### config.mk
export PLATFORM = sky130hd
export DESIGN_NAME = y_run_meter
export DESIGN_NICKNAME = d
export VERILOG_FILES = /design/src/rtl/fsm_pkg.sv /design/src/rtl/sat_counter.sv /design/src/rtl/y_run_meter.sv
export SDC_FILE = /design/constraint.sdc
export NUM_CORES = 1
export LEC_CHECK = 0
export ABC_AREA = 1
export CAP_MARGIN = 0
export CORE_MARGIN = 1.5
export CORE_UTILIZATION = 58
export CTS_BUF_LIST = sky130_fd_sc_hd__clkbuf_4 sky130_fd_sc_hd__clkbuf_8
export CTS_CLUSTER_SIZE = 14
export DETAILED_ROUTE_END_ITERATION = 10
export PLACE_DENSITY = 0.86
export SYNTH_ARGS = -nofsm -noshare
export SYNTH_HDL_FRONTEND = slang
export SYNTH_SLANG_ARGS = --single-unit
### constraint.sdc
create_clock -name clk -period 2.71 [get_ports clk]
set_input_delay 0.542 -clock clk [delete_from_list [all_inputs] [get_ports clk]]
set_output_delay 0.542 -clock clk [all_outputs]
set_load 0.03 [all_outputs]
### src/rtl/fsm_pkg.sv
// Shared definitions for the Moore-FSM observation logic: state encoding and
// default run-length counter width.
package fsm_pkg;

  localparam logic SYNC = 1'b0;
  localparam logic RUN  = 1'b1;

  localparam int unsigned CW_DEF = 8;

endpackage : fsm_pkg

### src/rtl/sat_counter.sv
// Run-length counter: loads 1 on clr, otherwise counts up on inc and holds at
// the all-ones value instead of wrapping.
module sat_counter #(
  parameter int unsigned CW = 8
) (
  input  logic          clk,
  input  logic          rst,
  input  logic          clr,
  input  logic          inc,
  output logic [CW-1:0] cnt,
  output logic          max
);

  localparam logic [CW-1:0] MAX_VAL = '1;

  always_ff @(posedge clk) begin
    if (!rst) begin
      cnt <= '0;
    end else if (clr) begin
      cnt <= CW'(1);
    end else if (inc && !max) begin
      cnt <= cnt + CW'(1);
    end
  end

  assign max = (cnt == MAX_VAL);

endmodule : sat_counter

### src/rtl/y_run_meter.sv
// Measures each maximal run of constant y and offers {level, length, saturated}
// on a one-deep valid/ready output register; results that cannot be held are dropped.
module y_run_meter
  import fsm_pkg::*;
#(
  parameter int unsigned CW = CW_DEF
) (
  input  logic          clk,
  input  logic          rst,
  input  logic          y,
  output logic          run_vld,
  input  logic          run_rdy,
  output logic          run_lvl,
  output logic [CW-1:0] run_len,
  output logic          run_sat,
  output logic          ovf
);

  logic          r_state;
  logic          r_lvl;
  logic [CW-1:0] w_cnt;
  logic          w_max;
  logic          w_end;
  logic          w_xfer;
  logic          w_clr;
  logic          w_inc;

  // A run ends on the first edge that samples a level different from the run's.
  assign w_end  = (r_state == RUN) && (y != r_lvl);
  assign w_xfer = run_vld && run_rdy;
  assign w_clr  = (r_state == SYNC) || w_end;
  assign w_inc  = (r_state == RUN) && !w_end;

  sat_counter #(.CW(CW)) u_cnt (
    .clk (clk),
    .rst (rst),
    .clr (w_clr),
    .inc (w_inc),
    .cnt (w_cnt),
    .max (w_max)
  );

  always_ff @(posedge clk) begin
    if (!rst) begin
      r_state <= SYNC;
      r_lvl   <= 1'b0;
      run_vld <= 1'b0;
      run_lvl <= 1'b0;
      run_len <= '0;
      run_sat <= 1'b0;
      ovf     <= 1'b0;
    end else begin
      case (r_state)
        SYNC: begin
          r_state <= RUN;
          r_lvl   <= y;
        end
        default: begin
          if (w_end) begin
            r_lvl <= y;
          end
        end
      endcase

      // Output register: a slot freed by this edge's transfer may be refilled at once.
      if (w_end) begin
        if (!run_vld || w_xfer) begin
          run_vld <= 1'b1;
          run_lvl <= r_lvl;
          run_len <= w_cnt;
          run_sat <= w_max;
        end else begin
          ovf <= 1'b1;
        end
      end else if (w_xfer) begin
        run_vld <= 1'b0;
      end
    end
  end

endmodule : y_run_meter

==> summary.txt, run 1 <==
Synthesis
  – Ranking of synthesized cells by area: dfxtp_1 45%, nor2_1 11%, nand2_1 9.9%, inv_1 5.4%, o21ai_0 5.1%
  – Post-synth EDFFs: 0
  – Synth area leader: dfxtp_1
  – Synth Cell Area: ~980 sq um
  – Post-synthesis compound-gate area fraction: 11.1%
  – Post-Synth Adder-Cell Area: under 10%
  – Post-synthesis mux area share: 0%
  – Main combinational cell family by area after synthesis: simple AND/OR/NAND/NOR gates
  – Most common cell in the netlist: nor2_1
  – Yosys cell types: 22
  – Synth Area in Simple Gates: between 30% and 40%
  – Xor/xnor cell area share of the yosys netlist: around 2.7%
  – Mapped Avg Cell Area: 7.16 sq um
  – Synth cell count leaders: 28 x nor2_1, 26 x nand2_1, 22 x dfxtp_1
  – Yosys warnings: 0
  – Share of the synthesized area in the top cell type: 44.9%
  – Net count after synthesis: around 140
  – Register bit total from synthesis: 22
  – Dominant synthesized flop cell: dfxtp_1
  – Asr flop ratio synth: 0%
  – Syn Inst Count: 137
  – Sequential area share after synthesis: 44.9%

Clocking
  – Clk Latency, worst-skew pair: roughly 0.32 ns
  – Number of buffers created by CTS: 3
  – Hold_buf cts: 0
  – CTS Sinks: 22
  – CTS Root Cell: clkbuf_4
  – Post-CTS Setup Bufs: 0
  – Clock Tree Buf Depth: 2
  – # H-tree levels: 1
  – Worst-path clk slew: ~0.12 ns
  – CTS tree: done
  – Post-CTS Resized: 0

Detailed routing
  – DRT Wirelength: 2140 um
  – DR pass1 iterations: 4
  – Initial DRC count: 42
  – Average routed wire per standard cell: 12.6 um
  – DRC Markers: 0
  – Vias post-DR: 936
  – Via density: 5.51
  – Post-route ant nets: 0

Timing
  – Post-route clock skew: approximately 0.011 ns
  – Fin Setup TNS: 0 ns
  – Slew @ Worst Pin: around 0.35 ns
  – Final worst path period share: 69.5%
  – FMAX: roughly 0.53 GHz
  – RSZ-0062 raised after global routing: no
  – Final setup violation count: 0
  – Slew HR: around three quarters
  – Pins Over Slew Limit: 0
  – Final hold viol count: 0
  – Final worst path period need: 1.88 ns

Placement
  – Final Wtd Congestion: around 0.9
  – PortBufs: 15
  – Detailed Place HPWL: about 1600 um

Floorplan
  – Die height: 44.1 um
  – Std-Cell Rows: 14
  – Initial Util: a little under two thirds
  – Core ar.: 0.00154 sq mm
  – Die area: between 0.0015 and 0.002 sq mm
  – Chip width: 44.1 um
  – # IOs: 16

Pwr
  – Max VDD drop: 0.424 mV
  – Total Power: about 0.00062 W
  – Power per cell area: around 530 mW/mm^2
  – Leak Pwr: 0.507 nW

Global route
  – GR Util All Layers: ~25%
  – Vias in the first global route: ~850
  – First-pass GRT wire length: 3510 um
  – Initial antenna violation count: 0
  – GRT overflow: 0
  – Pin count of the biggest net entering global routing: 13

Final layout
  – Share of layout cells above drive strength 1: between 10% and 20%
  – Syn-to-layout area delta: 19.9%
  – NumNets Final: 160
  – Ant. Diodes: 0
  – Layout Utilization: between 70% and 80%

Critical path
  – Slowest-stage cell, CP: clkdlybuf4s50_1
  – Buffers & Inverters on Critical Path: 1
  – Worst setup SP type: flip-flop
  – Worst path required time: 2.17 ns
  – Worst setup EP type: output pin
  – Setup Crit Path Kind: flip-flop to output pin
  – CP peak stage delay: 0.67 ns
  – Crit path cell chain: clkdlybuf4s50_1
  – Cell family with most CP delay: buffers and inverters
  – Worst EP arrival: ~1.3 ns
  – Crit path max fanout: 2

Outcome
  – Status: completed

Job
  – Max-Cap Viols: 0

Hold path
  – Hold crit path type: flip-flop to flip-flop
[worst paths after layout]
| check | endpoint | slack (ns) | from | cells after the start |
|---|---|---|---|---|
| setup / recovery | run_len[2] | 0.83 | run_len[2] | 1 |
| setup reg to reg | u_cnt.cnt[3] | 1.27 | u_cnt.cnt[1] | 6 |
| hold / removal | run_lvl | 0.48 | run_lvl | 2 |
| hold reg to reg | run_lvl | 0.48 | run_lvl | 2 |
[metal layers]
| layer | vias to the layer above | track usage [%] | wire, um |
|---|---|---|---|
| met2 | 36 | 42.4 | 1060 |
| met4 | 0 | 15.8 | 75 |
| met5 | - | 0 | 0 |
| met3 | 9 | 3.67 | 156 |
| met1 | 430 | 29.0 | 853 |
| li1 | 461 | - | - |
[per-stage QoR]
step                      cell area [sq um]  hold WS [ns]  worst slack, ns  instances
after floorplan                         981         0.457             1.49        137
after global placement                 1140         0.451            0.865        166
after detailed placement               1140         0.469            0.817        166
after CTS                              1180         0.481            0.804        170
after global routing                   1180         0.505            0.754        170
final                                  1180         0.478            0.825        170
[sequential cells by signal (all words and copies together) (netlist names)]
| signal | cells |
|---|---|
| run_lvl | 1 |
| u_cnt.cnt | 8 |
| run_sat | 1 |
| ovf | 1 |
| run_vld | 1 |
| run_len | 8 |
| r_lvl | 1 |
| r_state | 1 |
[logic make-up after synthesis]
kind of cell               Yosys count
AOI/OAI and AO/OA                   21
adders and majority gates            1
DFF                                 22
xor gates and xnor gates             3
and+or+nand+nor                     71
buffers and inverters               19
[power by group]
group,switching [W],internal (W),total (W)
registers,0.00000915,0.000338,0.000347
clock network,0.0000983,0.0000822,0.000180
logic,0.0000579,0.0000348,0.0000927
[cells in the final DEF, fill, tap and decap left out, types with 4 or more instances in the layout]
master / netlist / routed
nand3_1: 4 / 4
inv_1: 14 / 14
clkdlybuf4s50_1: 0 / 15
nand2_1: 26 / 26
dfxtp_1: 22 / 22
nor2_2: 5 / 5
nor2_1: 28 / 28
a21oi_1: 8 / 8
o21ai_0: 10 / 10
nand2_2: 4 / 4
[final cells by class]
cell class / instances / area [sq um]
clock buffers: 4 / 36.3
inverters: 17 / 63.8
fillers: 119 / 365
flip-flops and latches: 22 / 440
multi-input cells: 96 / 465
well taps: 16 / 20.0
repair buffers: 15 / 150
No activity file was read; power rests on OpenSTA's default activity.
==> inputs of run 2 (changes only) <==
- CORE_UTILIZATION: 58 -> 48
- PLACE_DENSITY: 0.86 -> 0.76
- clock period: 2.71 -> 1.7 ns (I/O delays scaled with it)
==> run 2 against run 1 <==
Worst setup slack worse by 0.55 ns. Sequential share of layout area shrank 1.5 points. First-iteration DRC count is 81% lower. Die area grew 19%. Flip-flop and latch count is the same. Clock power up 61%. Utilization fell by 13 points.
==> summary.txt, run 2 (synthesis gave the netlist of run 1 again) <==
Outcome
  – Status: completed

Detailed routing
  – Initial DRC count: 8
  – DR pass1 iterations: 2
  – Vias post-DR: around 900
  – DRT Wirelength: 1920 um
  – Average routed wire per standard cell: 10.6 um
  – DRC Markers: 0
  – Via density: 4.81
  – Post-route ant nets: 0

Pwr
  – Max VDD drop: roughly 0.56 mV
  – Leak Pwr: 0.699 nW
  – Power per cell area: 806 mW/mm^2

Clocking
  – CTS Sinks: 22
  – CTS Root Cell: clkbuf_4
  – # H-tree levels: 1
  – Clock Tree Buf Depth: 2
  – Hold_buf cts: 0
  – Worst-path clk slew: approximately 0.12 ns
  – CTS tree: done
  – Number of buffers created by CTS: 3
  – Clk Latency, worst-skew pair: roughly 0.32 ns
  – Post-CTS Setup Bufs: 0

Critical path
  – Crit path max fanout: 2
  – Worst path required time: 1.36 ns
  – R2R Path Start: u_cnt.cnt[0]
  – Setup Crit Path Kind: flip-flop to output pin
  – Cell family with most CP delay: buffers and inverters
  – Crit path cell chain: dlygate4sd2_1
  – Worst EP arrival: ~1.1 ns
  – Worst setup SP type: flip-flop
  – Buffers & Inverters on Critical Path: 1
  – CP peak stage delay: slightly above 0.4 ns
  – Worst setup EP type: output pin
  – CP Launch Point: run_lvl
  – Slowest-stage cell, CP: dlygate4sd2_1

Final layout
  – Most common cell after layout, fill and taps aside: nor2_1
  – Ant. Diodes: 0
  – Commonest cells after routing, fill and taps aside: 28 x nor2_1, 26 x nand2_1, 22 x dfxtp_1
  – Layout Utilization: 63.0%
  – Share of layout cells above drive strength 1: 12.3%
  – NumNets Final: roughly 160
  – Syn-to-layout area delta: 24.7%
  – Largest registers: run_len: 8 flops, u_cnt.cnt: 8 flops

Timing
  – Post-route clock skew: between 0.01 and 0.015 ns
  – Final worst path period share: 83.8%
  – Final setup violation count: 0
  – Final hold viol count: 0
  – Final worst path period need: between 1 and 1.5 ns
  – Pins Over Slew Limit: 0
  – FMAX: roughly 0.70 GHz
  – RSZ-0062 raised after global routing: no
  – Fin Setup TNS: 0 ns
  – Slew HR: between 70% and 80%
  – Slew @ Worst Pin: ~0.35 ns

Global route
  – Initial antenna violation count: 0
  – First-pass GRT wire length: ~3100 um
  – GRT overflow: 0
  – Vias in the first global route: between 700 and 800
  – Pin count of the biggest net entering global routing: 13
  – GR Util All Layers: between 10% and 20%

Job
  – Max-Cap Viols: 0

Hold path
  – Hold crit path type: flip-flop to flip-flop
  – Worst hold start: ovf

Floorplan
  – Std-Cell Rows: 16
  – Initial Util: roughly half
  – Die area: approximately 0.0023 sq mm
  – Die height: roughly 48 um
  – Chip width: roughly 48 um
  – # IOs: 16
  – Core ar.: 0.00194 sq mm

Placement
  – Detailed Place HPWL: 1400 um
  – Final Wtd Congestion: 0.806
  – PortBufs: 15
-- run 2: changes by cell type in the layout (fill, tap and decap cells not counted) --
cell	delta
buf_4	+1
dlymetal6s2s_1	+11
dlygate4sd2_1	+1
clkdlybuf4s50_1	-12
-- run 2: worst paths after layout --
path	end	slack (ns)	depth (start not counted)
setup reg to reg	u_cnt.cnt[4]	0.29	6
hold / removal	ovf	0.49	2
hold reg to reg	ovf	0.49	2
setup / recovery	run_lvl	0.27	1
-- run 2: per-stage QoR --
step | cells | worst slack (ns) | instance area [sq um] | power, W | hold slack, ns
CTS | 182 | 0.00765 | 1200 | 0.000999 | 0.490
global route | 182 | 0.138 | 1220 | 0.00103 | 0.527
global placement | 178 | 0.129 | 1160 | 0.000710 | 0.449
detailed placement | 178 | 0.106 | 1160 | 0.000713 | 0.458
finish | 182 | 0.275 | 1220 | 0.000987 | 0.491
floorplan | 137 | 0.477 | 981 | 0.000655 | 0.368
-- run 2: per-layer routing --
layer / vias up / GRT usage, % / share of wire, %
met5: - / 0 / 0
li1: 463 / - / -
met2: 14 / 30.5 / 48
met3: 5 / 3.70 / 3.6
met4: 0 / 8.11 / 2.0
met1: 394 / 24.1 / 46
-- run 2: cell type report --
type | count | area (sq um)
Inverter | 17 | 63.8
Fill cell | 176 | 718
Clock buffer | 4 | 36.3
Timing Repair Buffer | 16 | 184
Sequential cell | 22 | 440
Multi-Input combinational cell | 96 | 465
Tap cell | 27 | 33.8
-- run 2: power by group --
part / switching, W / internal [W] / total, W
clock: 0.000158 / 0.000131 / 0.000289
combinational: 0.0000918 / 0.0000534 / 0.000145
sequential: 0.0000138 / 0.000539 / 0.000552
-- run 2: repair_timing --
item	4_1_cts	5_1_grt
gates resized for setup	1	11
endpoints found under the setup margin	1	11
cloned	0	0
